## src/rtl/tod_pkg.sv

```systemverilog
// Shared constants, types and field helpers for the time-of-day clock core.
// Limits are 24-hour binary; helpers clamp loaded fields and map hours for 12-hour display.
package tod_pkg;

  localparam logic [5:0] SEC_MAX  = 6'd59;
  localparam logic [5:0] MIN_MAX  = 6'd59;
  localparam logic [4:0] HOUR_MAX = 5'd23;

  typedef logic [3:0] bcd_digit_t;

  typedef enum logic [0:0] {
    ALARM_IDLE    = 1'b0,
    ALARM_RINGING = 1'b1
  } alarm_state_t;

  // Out-of-range minute/second fields load as zero.
  function automatic logic [5:0] clamp_min_sec(input logic [5:0] v);
    return (v > SEC_MAX) ? 6'd0 : v;
  endfunction

  function automatic logic [4:0] clamp_hour(input logic [4:0] v);
    return (v > HOUR_MAX) ? 5'd0 : v;
  endfunction

  function automatic logic [4:0] hour_to_12h(input logic [4:0] h);
    logic [4:0] r;
    if (h == 5'd0) begin
      r = 5'd12;
    end else if (h > 5'd12) begin
      r = h - 5'd12;
    end else begin
      r = h;
    end
    return r;
  endfunction

endpackage

```

## src/rtl/tod_bin2bcd.sv

```systemverilog
// Binary (0..63) to packed two-digit BCD {tens, units}; purely combinational,
// the instantiating block registers the result.
module tod_bin2bcd
  import tod_pkg::*;
(
  input  logic [5:0] bin,
  output logic [7:0] bcd
);

  bcd_digit_t tens_s;
  bcd_digit_t units_s;

  // Constant divide/modulo by ten over a 6-bit range reduces to small logic.
  always_comb begin
    tens_s  = 4'(bin / 6'd10);
    units_s = 4'(bin % 6'd10);
  end

  assign bcd = {tens_s, units_s};

endmodule

```

## src/rtl/tod_clock_core.sv

```systemverilog
// Time-of-day clock: prescaled 1 Hz tick, 24-hour binary counters, load/alarm
// handling with a ringing FSM, and registered BCD display with 12/24-hour mode.
module tod_clock_core
  import tod_pkg::*;
#(
  parameter int CLK_HZ     = 50000000,
  parameter int ALARM_SECS = 30
) (
  input  logic       CLOCK_50,
  input  logic       reset,
  input  logic       load,
  input  logic [4:0] load_hour,
  input  logic [5:0] load_min,
  input  logic [5:0] load_sec,
  input  logic       mode12,
  input  logic       alarm_set,
  input  logic [4:0] alarm_hour,
  input  logic [5:0] alarm_min,
  input  logic       alarm_en,
  input  logic       alarm_stop,
  output logic [7:0] hour_bcd,
  output logic [7:0] min_bcd,
  output logic [7:0] sec_bcd,
  output logic       pm,
  output logic       tick,
  output logic       alarm
);

  localparam int               CNT_W      = $clog2(CLK_HZ);
  localparam logic [CNT_W-1:0] PRESC_LAST = CNT_W'(CLK_HZ - 1);
  localparam logic [7:0]       RING_LEN   = 8'(ALARM_SECS);

  logic [CNT_W-1:0] presc_r;
  logic [CNT_W-1:0] presc_nxt_s;
  logic             tick_r;

  logic [4:0] hour_r;
  logic [5:0] min_r;
  logic [5:0] sec_r;
  logic [4:0] hour_inc_s;
  logic [5:0] min_inc_s;
  logic [5:0] sec_inc_s;
  logic       inc_s;

  logic [4:0] alarm_hour_r;
  logic [5:0] alarm_min_r;
  logic       ring_match_s;

  alarm_state_t state_r;
  logic [7:0]   ring_cnt_r;
  logic         alarm_r;

  logic [4:0] hour_disp_s;
  logic [7:0] hour_bcd_s;
  logic [7:0] min_bcd_s;
  logic [7:0] sec_bcd_s;
  logic [7:0] hour_bcd_r;
  logic [7:0] min_bcd_r;
  logic [7:0] sec_bcd_r;
  logic       pm_r;

  // Next prescaler value; a load restarts the second from zero.
  always_comb begin
    presc_nxt_s = presc_r;
    if (load) begin
      presc_nxt_s = '0;
    end else if (presc_r == PRESC_LAST) begin
      presc_nxt_s = '0;
    end else begin
      presc_nxt_s = presc_r + CNT_W'(1);
    end
  end

  // Prescaler and registered tick, high exactly while the prescaler sits at its last count.
  always_ff @(posedge CLOCK_50 or posedge reset) begin
    if (reset) begin
      presc_r <= '0;
      tick_r  <= 1'b0;
    end else begin
      presc_r <= presc_nxt_s;
      tick_r  <= (presc_nxt_s == PRESC_LAST);
    end
  end

  // One-second increment with same-cycle carries through min and hour.
  always_comb begin
    sec_inc_s  = sec_r;
    min_inc_s  = min_r;
    hour_inc_s = hour_r;
    if (sec_r == SEC_MAX) begin
      sec_inc_s = 6'd0;
      if (min_r == MIN_MAX) begin
        min_inc_s = 6'd0;
        if (hour_r == HOUR_MAX) begin
          hour_inc_s = 5'd0;
        end else begin
          hour_inc_s = hour_r + 5'd1;
        end
      end else begin
        min_inc_s = min_r + 6'd1;
      end
    end else begin
      sec_inc_s = sec_r + 6'd1;
    end
  end

  assign inc_s        = tick_r && !load;
  assign ring_match_s = inc_s && alarm_en && (hour_inc_s == alarm_hour_r)
                        && (min_inc_s == alarm_min_r) && (sec_inc_s == 6'd0);

  // Time and alarm-setting registers; load takes precedence over a pending increment.
  always_ff @(posedge CLOCK_50 or posedge reset) begin
    if (reset) begin
      hour_r       <= 5'd0;
      min_r        <= 6'd0;
      sec_r        <= 6'd0;
      alarm_hour_r <= 5'd0;
      alarm_min_r  <= 6'd0;
    end else begin
      if (load) begin
        hour_r <= clamp_hour(load_hour);
        min_r  <= clamp_min_sec(load_min);
        sec_r  <= clamp_min_sec(load_sec);
      end else if (tick_r) begin
        hour_r <= hour_inc_s;
        min_r  <= min_inc_s;
        sec_r  <= sec_inc_s;
      end
      if (alarm_set) begin
        alarm_hour_r <= clamp_hour(alarm_hour);
        alarm_min_r  <= clamp_min_sec(alarm_min);
      end
    end
  end

  // Alarm FSM: silencing beats a fresh match, and a match while ringing restarts the count.
  always_ff @(posedge CLOCK_50 or posedge reset) begin
    if (reset) begin
      state_r    <= ALARM_IDLE;
      ring_cnt_r <= 8'd0;
      alarm_r    <= 1'b0;
    end else if (alarm_stop || !alarm_en) begin
      state_r    <= ALARM_IDLE;
      ring_cnt_r <= 8'd0;
      alarm_r    <= 1'b0;
    end else if (ring_match_s) begin
      state_r    <= ALARM_RINGING;
      ring_cnt_r <= RING_LEN;
      alarm_r    <= 1'b1;
    end else begin
      case (state_r)
        ALARM_IDLE: begin
          state_r    <= ALARM_IDLE;
          ring_cnt_r <= 8'd0;
          alarm_r    <= 1'b0;
        end
        ALARM_RINGING: begin
          if (tick_r) begin
            if (ring_cnt_r <= 8'd1) begin
              state_r    <= ALARM_IDLE;
              ring_cnt_r <= 8'd0;
              alarm_r    <= 1'b0;
            end else begin
              ring_cnt_r <= ring_cnt_r - 8'd1;
            end
          end
        end
        default: begin
          state_r    <= ALARM_IDLE;
          ring_cnt_r <= 8'd0;
          alarm_r    <= 1'b0;
        end
      endcase
    end
  end

  assign hour_disp_s = mode12 ? hour_to_12h(hour_r) : hour_r;

  tod_bin2bcd u_hour_bcd (.bin({1'b0, hour_disp_s}), .bcd(hour_bcd_s));
  tod_bin2bcd u_min_bcd  (.bin(min_r),               .bcd(min_bcd_s));
  tod_bin2bcd u_sec_bcd  (.bin(sec_r),               .bcd(sec_bcd_s));

  // Display registers trail the time counters by one cycle.
  always_ff @(posedge CLOCK_50 or posedge reset) begin
    if (reset) begin
      hour_bcd_r <= 8'h00;
      min_bcd_r  <= 8'h00;
      sec_bcd_r  <= 8'h00;
      pm_r       <= 1'b0;
    end else begin
      hour_bcd_r <= hour_bcd_s;
      min_bcd_r  <= min_bcd_s;
      sec_bcd_r  <= sec_bcd_s;
      pm_r       <= (hour_r >= 5'd12);
    end
  end

  assign hour_bcd = hour_bcd_r;
  assign min_bcd  = min_bcd_r;
  assign sec_bcd  = sec_bcd_r;
  assign pm       = pm_r;
  assign tick     = tick_r;
  assign alarm    = alarm_r;

endmodule

```

## config.mk

```make
export PLATFORM = sky130hd
export DESIGN_NAME = tod_clock_core
export DESIGN_NICKNAME = d
export VERILOG_FILES = /design/src/rtl/tod_pkg.sv /design/src/rtl/tod_bin2bcd.sv /design/src/rtl/tod_clock_core.sv
export SDC_FILE = /design/constraint.sdc
export NUM_CORES = 1
export LEC_CHECK = 0
export CAP_MARGIN = 15
export CORE_UTILIZATION = 25
export DETAILED_ROUTE_END_ITERATION = 7
export MAX_ROUTING_LAYER = met4
export PLACE_DENSITY = 0.54
export SLEW_MARGIN = 25
export SYNTH_ARGS = -nofsm -noshare
export SYNTH_HDL_FRONTEND = slang
export SYNTH_SLANG_ARGS = --single-unit
```

## constraint.sdc

```tcl
create_clock -name CLOCK_50 -period 5.2 [get_ports CLOCK_50]
set_input_delay 0.52 -clock CLOCK_50 [delete_from_list [all_inputs] [get_ports CLOCK_50]]
set_output_delay 0.52 -clock CLOCK_50 [all_outputs]
set_load 0.01 [all_outputs]
```

==> run_results.csv, run 1 <==
group,metric,value,unit
synth,synth_edf_count,0,
synth,ys_seq_elements,86,
synth,ys_warn_count,0,
clock_tree,cts_resized,0,
clock_tree,post_cts_buffers,0,
global_routing,grt_use_met1,18.92,%
global_routing,grt_antenna_before_repair,0,
worst_setup_path,worstPathArrival,3.24,ns
synth,netlist_area,0.005461,sq mm
global_routing,grt-busiest-layer,"met2",
timing,fin_ws,2.203,ns
placement,dp_hpwl,10940,microns
timing,period_needed,2.997,ns
placement,placed_area,0.006286,sq mm
worst_setup_path,required,5.44,ns
timing,post-route-period-util,57.64,%
placement,place_inst,943,
detailed_routing,vias,4799,
clock_tree,h-tree-depth,3,
clock_tree,cts_buffers,9,
power_and_ir_drop,leakagePower,2.635,nW
global_routing,gr-total-overflow,0,
timing,hold_violations,0,
worst_setup_path,critical_path_class,"flop to flop",
clock_tree,cts_tree,"done",
global_routing,met2_usage,21.34,%
timing,slew_viol_final,0,
floorplan,rows,53,
power_and_ir_drop,irDropWorstVdd,0.1264,mV
detailed_routing,viasPerCell,5.004,
synth,synth_ff_type,"dfrtp_1",
clock_tree,cts.sinks,86,
clock_tree,cts_hold_buf,0,
synth,yosysUniqueCellTypes,69,
finish,fin_cells,959,
worst_setup_path,endpoint_kind,"flop",
finish,fin_area,0.006598,sq mm
timing,tightest_slew,0.7900,ns
floorplan,core_area,0.02122,sq mm
placement,place_ws,2.114,ns
clock_tree,root_buffer,"clkbuf_16",
detailed_routing,drc,0,
finish,layout-drive-gt1-share,4.386,%
hold_path,hp-class,"flop to flop",
detailed_routing,routed_wl,14460,microns
worst_setup_path,timing.rr.start,"min_r[3]$_DFFE_PP0P_",
timing,hold_slack,0.5267,ns
timing,setup_viol,0,
timing,finalClockSkew,0.01009,ns
global_routing,grt_max_degree,47,
worst_setup_path,cp_max_fo,25,
finish,area_growth,20.80,%
timing,slew_headroom,45.97,%
worst_setup_path,critPathLaunch,"min_r[3]$_DFFE_PP0P_",
synth,async_flop_share,100.0,%
floorplan,dieHeight,149.8,microns
clock_tree,insertion_delay,0.35,ns
finish,utilization,31.09,%
global_routing,gr-usage-met3,2.988,%
floorplan,design.portCount,62,
detailed_routing,ant_nets,0,
timing,timing.fmax,0.3336,GHz
power_and_ir_drop,powerDensity,281.3,mW/mm^2
finish,num_antenna_cells,0,
floorplan,die_w,149.8,microns
placement,port_buffers,57,
synth,avgSynthCellArea,8.628,sq um
clock_tree,clkSlewWorstSetupHoldPaths,0.07,ns
synth,netlist_instances,633,
global_routing,grt_pass1_wl,23960,microns
outcome,status,"finished, final reports clean",
finish,nets,734,
placement,gp_routability_congestion,0.8527,
timing,rsz0062_at_grt,"no",
synth,seq_area_frac_synth,39.40,%
clock_tree,clock_path_buffers,2,
floorplan,initial_core_util,25.74,%
hold_path,min_from,"state_r$_DFF_PP0_",
detailed_routing,drt_iter0_markers,230,
detailed_routing,first_pass_iters,4,
worst_setup_path,critPathLaunchType,"flop",
power_and_ir_drop,finalPower,1.856,mW
timing,setup-tns-final,0,ns
job,drv_cap,0,
global_routing,grt_pass1_vias,4623,
global_routing,grtUsageTotal,14.10,%
detailed_routing,avgRoutedWirePerCell,15.08,microns
floorplan,die_area,0.02244,sq mm
==> routing by layer <==
metal	routed length (microns)	up-vias	part of all wire, %
met3	686	14	4.7
met4	138	0	0.95
li1	-	2381	-
met1	7128	2294	49
met2	6508	110	45
met5	0	-	0
==> cells by family (layout without fill, tap and decap cells) <==
kind of cell             after synthesis  in the layout  share of synthesized area [%]
multiplexers                          12             12                          2.199
other                                  1              4                        0.06866
XOR/XNOR                              39             39                          6.254
adder cells (fa/ha/maj)               20             20                          4.582
AND/OR/NAND/NOR                      258            258                          24.17
flip-flops                            86             86                          39.40
buffers and inverters                 61            109                          4.490
AO/OA/AOI/OAI                        156            156                          18.83
==> cells in the mapped netlist, drive strengths merged, types with 5 or more instances <==
library cell   n  area (sq um)
nand2b        11         68.82
dfrtp         86          2152
o211ai         6         45.04
inv           34         127.6
nand4          9         62.56
ha            20         250.2
or3            7         43.79
and2           7         43.79
nor3          18         90.09
a22o           6         52.55
mux2i         12         120.1
xnor2         23         201.4
o22ai         12         75.07
a21oi         29         145.1
o41ai          6         60.06
nand2         63         239.0
o21ai         48         240.2
xor2          16         140.1
nor2b          9         56.30
buf           10         53.80
and3           7         43.79
nand3b         8         60.06
a31oi          6         37.54
nor2          57         221.5
nand3         37         185.2
nor4           5         43.79
clkbuf        17         63.81
or4            5         41.29
==> power by group <==
group          internal, mW  switching [mW]  leakage [nW]
registers             0.730          0.0708          1.12
logic                 0.193           0.187          1.36
clock network         0.384           0.292         0.151
total                  1.31           0.550          2.63
==> critical path: stages (launching register included) <==
cell	delay [ns]
dfrtp_1	0.79
nand4b_1	0.39
nor2_1	0.33
or4_1	0.15
nand3_1	0.06
a2111oi_0	0.69
a31oi_1	0.27
and2_1	0.20
==> layout make-up <==
class | instances | area [sq um]
clock inverter | 7 | 86.33
tap | 275 | 344.1
multi-input combinational | 489 | 3075
fill | 2240 | 14620
sequential | 86 | 2152
clock buffer | 9 | 225.2
timing repair buffer | 59 | 585.6
inverter | 34 | 128.9
==> sequential cells by signal, summed over array words and instances (netlist names), 5 cells and up <==
register	cells
presc_r	26
ring_cnt_r	8
min_bcd	7
sec_bcd	7
alarm_min_r	6
hour_bcd	6
min_r	6
sec_r	6
alarm_hour_r	5
hour_r	5
==> path summary, 6_finish.rpt <==
check                                                  to  slack, ns  cells past startpoint
worst max-delay path            ring_cnt_r[7]$_DFFE_PP0P_       2.20                      7
worst min-delay path                    state_r$_DFF_PP0_       0.53                      2
worst max register to register  ring_cnt_r[7]$_DFFE_PP0P_       2.20                      7
worst min register to register          state_r$_DFF_PP0_       0.53                      2
max in group asynchronous           presc_r[24]$_DFF_PP0_       3.55                      3
min in group asynchronous           hour_bcd[4]$_DFF_PP0_       0.59                      2
==> cell usage in the layout, fill, tap and decap left out, types with 11 or more instances in the layout <==
master	netlist	layout
a21oi_1	29	29
clkdlybuf4s50_1	0	57
dfrtp_1	86	86
ha_1	20	20
inv_1	34	33
mux2i_1	12	12
nand2_1	62	62
nand2b_1	11	11
nand3_1	37	37
nor2_1	56	56
nor3_1	18	18
o21ai_0	47	47
o22ai_1	12	12
xnor2_1	23	23
xor2_1	16	16
Note: power is estimated with default switching activity, not from simulation.
==> run 2, diff against run 1 <==
==> constraint.sdc (replaced) <==
create_clock -name CLOCK_50 -period 3.1 [get_ports CLOCK_50]
set_input_delay 0.31 -clock CLOCK_50 [delete_from_list [all_inputs] [get_ports CLOCK_50]]
set_output_delay 0.31 -clock CLOCK_50 [all_outputs]
set_load 0.01 [all_outputs]
==> run 2 against run 1 <==
Against the previous run:
- sequential cell count is the same
- total power grew 69%
- cell count grew 2.0%
- global-route usage grew 0.34 points
- count of clock-buffer cells in the layout is the same
- sequential power grew 66%
- core utilization grew 0.74 points
- clock skew is essentially flat
- final area grew 2.4%
- register-to-register slack lost 2.0 ns
==> run_results.csv, run 2 (synthesized netlist as in run 1, its figures left out) <==
group,metric,value,unit
worst_setup_path,r2r_cells,9,
detailed_routing,viasPerCell,4.909,
timing,tightest_slew,0.7490,ns
clock_tree,cts_hold_buf,0,
placement,gp_routability_congestion,0.8581,
outcome,status,"finished, final reports clean",
power_and_ir_drop,pwr-share-comb,21.3,%
hold_path,hp-class,"primary input to async pin",
finish,top_register,"presc_r",
detailed_routing,drc,0,
timing,period_needed,2.849,ns
power_and_ir_drop,p_clk_share,36.4,%
detailed_routing,drt_iter0_markers,212,
timing,hold_slack,0.3686,ns
floorplan,design.portCount,62,
worst_setup_path,critical_path_class,"flop to flop",
global_routing,grt_max_degree,51,
power_and_ir_drop,leakagePower,2.738,nW
power_and_ir_drop,swShare,29.74,%
power_and_ir_drop,p_sw,935.4,uW
finish,utilization,31.83,%
global_routing,grt_pass1_wl,24190,microns
clock_tree,root_buffer,"clkbuf_16",
finish,final_cell_mix,"dfrtp_1 (85), nand2_1 (62), clkdlybuf4s50_1 (57), nor2_1 (56), o21ai_0 (47)",
finish,layout-drive-gt1-share,7.112,%
timing,hold_violations,0,
timing,post-route-period-util,91.92,%
power_and_ir_drop,irDropWorstVdd,0.2491,mV
clock_tree,cts_resized,0,
global_routing,grt_antenna_before_repair,0,
floorplan,dieHeight,149.8,microns
floorplan,rows,53,
finish,nets,753,
clock_tree,insertion_delay,0.35,ns
detailed_routing,first_pass_iters,5,
floorplan,core_area,0.02122,sq mm
power_and_ir_drop,internal-power,2.210,mW
finish,layout_commonest_cell,"dfrtp_1",
timing,setup_viol,0,
floorplan,die_area,0.02244,sq mm
placement,port_buffers,57,
worst_setup_path,critPathLaunchType,"flop",
clock_tree,cts_buffers,9,
finish,reg.largest.list,"presc_r: 26 flops, ring_cnt_r: 8 flops",
job,drv_cap,0,
clock_tree,clkSlewWorstSetupHoldPaths,0.06,ns
detailed_routing,routed_wl,14940,microns
timing,slew_viol_final,0,
finish,fin_cells,978,
power_and_ir_drop,powerDensity,465.7,mW/mm^2
clock_tree,cts_tree,"done",
floorplan,die_w,149.8,microns
global_routing,grtUsageTotal,14.43,%
timing,timing.fmax,0.3509,GHz
worst_setup_path,endpoint_kind,"flop",
clock_tree,cts.sinks,86,
finish,num_antenna_cells,0,
clock_tree,h-tree-depth,3,
floorplan,initial_core_util,25.74,%
timing,rsz0062_at_grt,"no",
placement,place_inst,962,
clock_tree,post_cts_buffers,0,
power_and_ir_drop,seqPwrFrac,42.3,%
clock_tree,clock_path_buffers,2,
placement,dp_hpwl,11330,microns
worst_setup_path,cp_max_fo,8,
finish,largest_reg_flops,26,
detailed_routing,vias,4801,
detailed_routing,avgRoutedWirePerCell,15.28,microns
timing,slew_headroom,49.68,%
worst_setup_path,required,3.34,ns
detailed_routing,ant_nets,0,
worst_setup_path,worstPathArrival,3.09,ns
timing,setup-tns-final,0,ns
finish,area_growth,23.69,%
timing,finalClockSkew,0.01028,ns
global_routing,gr-total-overflow,0,
global_routing,grt_pass1_vias,4522,
## run 2: cell types whose count changed in the layout (fill, tap and decap cells not counted)
cell	before	now
o311ai_0	2	3
dfrtp_1	86	85
o311ai_1	1	0
buf_4	2	20
clkinv_4	0	1
dfrtp_2	0	1
clkinvlp_4	1	0
buf_12	0	1
## run 2: layout make-up
type | count | area [sq um]
Clock buffer | 9 | 225.2
Clock inverter | 7 | 87.58
Fill cell | 2254 | 14470
Inverter | 34 | 128.9
Multi-Input combinational cell | 489 | 3075
Sequential cell | 86 | 2153
Tap cell | 275 | 344.1
Timing Repair Buffer | 78 | 740.7
## run 2: stage by stage
step / total power, mW / cell area [sq um] / worst slack [ns]
after floorplan: 1.705 / 5473 / 0.5682
after global routing: 3.311 / 6755 / 0.01579
after global placement: 2.025 / 6441 / 0.2955
final: 3.146 / 6755 / 0.2505
after CTS: 3.188 / 6754 / 0.2142
after detailed placement: 2.030 / 6441 / 0.2394
## run 2: power groups by stage
stage	registers (mW)	logic, mW	clock network (mW)
floorplan	1.33	0.371	0
global placement	1.35	0.670	0
detailed placement	1.36	0.675	0
CTS	1.33	0.678	1.18
global route	1.35	0.745	1.22
finish	1.33	0.670	1.14
## run 2: critical path, stage by stage, from the launching register on
cell      delay [ns]
dfrtp_1         0.47
inv_1           0.17
ha_1            0.27
nand3_1         0.23
a21o_1          0.24
a221oi_1        0.29
a2bb2o_1        0.32
nor4_2          0.36
a31oi_1         0.20
and2_1          0.19
## run 2: path summary, 6_finish.rpt
kind / startpoint / to / slack [ns]
worst max-delay path: hour_r[3]$_DFFE_PP0P_ / ring_cnt_r[0]$_DFFE_PP0P_ / 0.25
worst min-delay path: reset / hour_r[4]$_DFFE_PP0P_ / 0.37
worst max register to register: hour_r[3]$_DFFE_PP0P_ / ring_cnt_r[0]$_DFFE_PP0P_ / 0.25
worst min register to register: state_r$_DFF_PP0_ / state_r$_DFF_PP0_ / 0.52
max in group asynchronous: reset / min_r[3]$_DFFE_PP0P_ / 2.04
min in group CLOCK_50: state_r$_DFF_PP0_ / state_r$_DFF_PP0_ / 0.52
## run 2: routing by layer
| layer | up-vias | share of wire, % | track usage (%) |
|---|---|---|---|
| li1 | 2412 | - | - |
| met1 | 2268 | 50 | 20.18 |
| met2 | 104 | 44 | 21.00 |
| met3 | 17 | 4.5 | 2.774 |
| met4 | 0 | 1.4 | 4.141 |
| met5 | - | 0 | - |
==> run 3, diff against run 2 <==
--- a/config.mk
+++ b/config.mk
@@ -9,7 +9,7 @@
 export CORE_UTILIZATION = 25
 export DETAILED_ROUTE_END_ITERATION = 7
 export MAX_ROUTING_LAYER = met4
-export PLACE_DENSITY = 0.54
+export PLACE_DENSITY = 0.43
 export SLEW_MARGIN = 25
 export SYNTH_ARGS = -nofsm -noshare
 export SYNTH_HDL_FRONTEND = slang
==> run 3 against run 2 <==
Against the previous run:
- critical path depth down 1
- maximum frequency grew 0.59%
- largest cell class unchanged
- critical path type unchanged
- wire length rose by 4.2%
- largest power group unchanged
- first-iteration DRC count is 54% higher
- count of clock-buffer cells in the layout rose by 1
==> run_results.csv, run 3 (synthesized netlist as in run 1, its figures left out) <==
group,metric,value,unit
finish,nFillCells,2218,
clock_tree,clock_path_buffers,2,
floorplan,core_area,0.02122,sq mm
worst_setup_path,crit_chain,"ha_1, nor2b_1, nand4_1, a221oi_1, a2bb2o_1, nor4_2, nand4_1, o21ai_0",
clock_tree,post_cts_buffers,0,
worst_setup_path,crit_top_cell,"nand4_1",
timing,rsz0062_at_grt,"no",
clock_tree,cts.sinks,86,
power_and_ir_drop,irDropWorstVdd,0.2508,mV
timing,setup-tns-final,0,ns
timing,period_needed,2.833,ns
worst_setup_path,r2r_cells,8,
worst_setup_path,cpMaxStageDelayCell,"dfrtp_1",
floorplan,die_w,149.8,microns
global_routing,grt_pass1_vias,4785,
finish,nets,752,
finish,num_antenna_cells,0,
detailed_routing,viasPerCell,5.053,
clock_tree,h-tree-depth,3,
clock_tree,root_buffer,"clkbuf_16",
floorplan,rows,53,
finish,layout-drive-gt1-share,6.695,%
floorplan,initial_core_util,25.74,%
hold_path,hp-class,"primary input to async pin",
detailed_routing,drc,0,
timing,setup_viol,0,
finish,reg.largest.list,"presc_r: 26 flops, ring_cnt_r: 8 flops",
clock_tree,cts_resized,0,
outcome,status,"finished, final reports clean",
timing,slew_viol_final,0,
placement,port_buffers,57,
detailed_routing,vias,4937,
global_routing,gr-total-overflow,0,
power_and_ir_drop,internal-power,2.272,mW
global_routing,grtUsageTotal,14.98,%
detailed_routing,ant_nets,0,
finish,fin_area,0.006749,sq mm
power_and_ir_drop,seqPwrFrac,41.6,%
power_and_ir_drop,p_clk_share,36.8,%
power_and_ir_drop,p_sw,897.5,uW
clock_tree,cts_hold_buf,0,
worst_setup_path,worstPathArrival,3.09,ns
timing,fin_ws,0.2672,ns
worst_setup_path,cp_max_fo,8,
timing,finalClockSkew,0.01404,ns
power_and_ir_drop,leakagePower,2.730,nW
worst_setup_path,critPathLaunchType,"flop",
power_and_ir_drop,swShare,28.31,%
clock_tree,clkSlewWorstSetupHoldPaths,0.07,ns
placement,place_ws,0.2959,ns
floorplan,design.portCount,62,
finish,area_growth,23.57,%
worst_setup_path,endpoint_kind,"flop",
worst_setup_path,cpPeakStageDelay,0.48,ns
placement,gp_routability_congestion,0.8754,
floorplan,dieHeight,149.8,microns
timing,post-route-period-util,91.38,%
worst_setup_path,timing.rr.start,"sec_r[1]$_DFFE_PP0P_",
clock_tree,cts_buffers,9,
worst_setup_path,timing.rr.end,"ring_cnt_r[2]$_DFFE_PP0P_",
clock_tree,cts_tree,"done",
worst_setup_path,critical_path_class,"flop to flop",
timing,hold_violations,0,
timing,slew_headroom,53.17,%
power_and_ir_drop,pwr-share-comb,21.6,%
power_and_ir_drop,powerDensity,469.7,mW/mm^2
finish,layout_commonest_cell,"dfrtp_1",
clock_tree,insertion_delay,0.35,ns
timing,tightest_slew,0.6971,ns
worst_setup_path,rrSetupSlack,0.27,ns
finish,largest_reg_flops,26,
detailed_routing,drt_iter0_markers,327,
timing,timing.fmax,0.3530,GHz
finish,final_cell_mix,"dfrtp_1 (86), nand2_1 (62), clkdlybuf4s50_1 (57), nor2_1 (56), o21ai_0 (47)",
placement,dp_hpwl,11750,microns
detailed_routing,avgRoutedWirePerCell,15.94,microns
placement,placed_area,0.006434,sq mm
global_routing,grt_antenna_before_repair,0,
global_routing,grt_pass1_wl,25300,microns
worst_setup_path,required,3.36,ns
detailed_routing,first_pass_iters,6,
global_routing,grt_max_degree,87,
finish,top_register,"presc_r",
floorplan,die_area,0.02244,sq mm
job,drv_cap,0,
detailed_routing,routed_wl,15580,microns
run 3: changes by cell type in the layout (fill, tap and decap cells not counted), sizes merged:
cell	delta
inv	-5
clkinv	+2
buf	-1
bufinv	+1
clkbuf	+1
clkinvlp	+1
run 3: area by class of cell:
class	count	area [sq um]	share of cell area [%]
Multi-Input combinational cell	489	3075	45.57
Sequential cell	86	2152	31.89
Timing Repair Buffer	77	733.2	10.86
Tap cell	275	344.1	5.098
Clock buffer	10	229.0	3.393
Inverter	34	128.9	1.910
Clock inverter	6	86.33	1.279
run 3: worst max-delay path, delay by kind of cell (launching register included):
family          cells  cell delay [ns]
simple gates        4             1.11
compound gates      3             0.79
flops               1             0.48
fa+ha+maj           1             0.35
run 3: how the worst max path moves through the flow:
stage / startpoint / to / slack (ns) / cells after the start
final: sec_r[1]$_DFFE_PP0P_ / ring_cnt_r[2]$_DFFE_PP0P_ / 0.27 / 8
after global routing: sec_r[1]$_DFFE_PP0P_ / ring_cnt_r[2]$_DFFE_PP0P_ / 0.001 / 8
after CTS: sec_r[1]$_DFFE_PP0P_ / ring_cnt_r[4]$_DFFE_PP0P_ / 0.27 / 8
after detailed placement: sec_r[1]$_DFFE_PP0P_ / ring_cnt_r[4]$_DFFE_PP0P_ / 0.30 / 8
after global placement: sec_r[1]$_DFFE_PP0P_ / ring_cnt_r[7]$_DFFE_PP0P_ / 0.41 / 8
after floorplan: reset / alarm$_DFFE_PP0P_ / 0.57 / 1
run 3: per-stage QoR:
step / total power, mW / cells / hold slack (ns) / utilization (%)
after floorplan: 1.705 / 636 / 0.3758 / -
after global placement: 2.025 / 961 / 0.4939 / 30.32
after detailed placement: 2.031 / 961 / 0.5077 / 30.32
after CTS: 3.229 / 977 / 0.4159 / 31.80
after global routing: 3.362 / 977 / 0.4463 / 31.80
final: 3.170 / 977 / 0.3797 / 31.80
run 3: per-layer routing:
metal / share of wire (%) / routed length (microns) / GRT usage, % / vias up
met3: 4.2 / 656 / 2.073 / 25
met5: 0 / 0 / - / -
met4: 2.8 / 436 / 6.515 / 0
li1: - / - / - / 2398
met1: 47 / 7367 / 19.68 / 2365
met2: 46 / 7117 / 22.92 / 149
run 3: power by group through the flow:
stage	Sequential (mW)	Combinational (mW)	Clock (mW)
3_5_place_dp	1.34	0.691	0
2_1_floorplan	1.33	0.371	0
4_1_cts	1.32	0.694	1.22
6_report	1.32	0.684	1.17
3_3_place_gp	1.34	0.685	0
5_1_grt	1.34	0.761	1.26
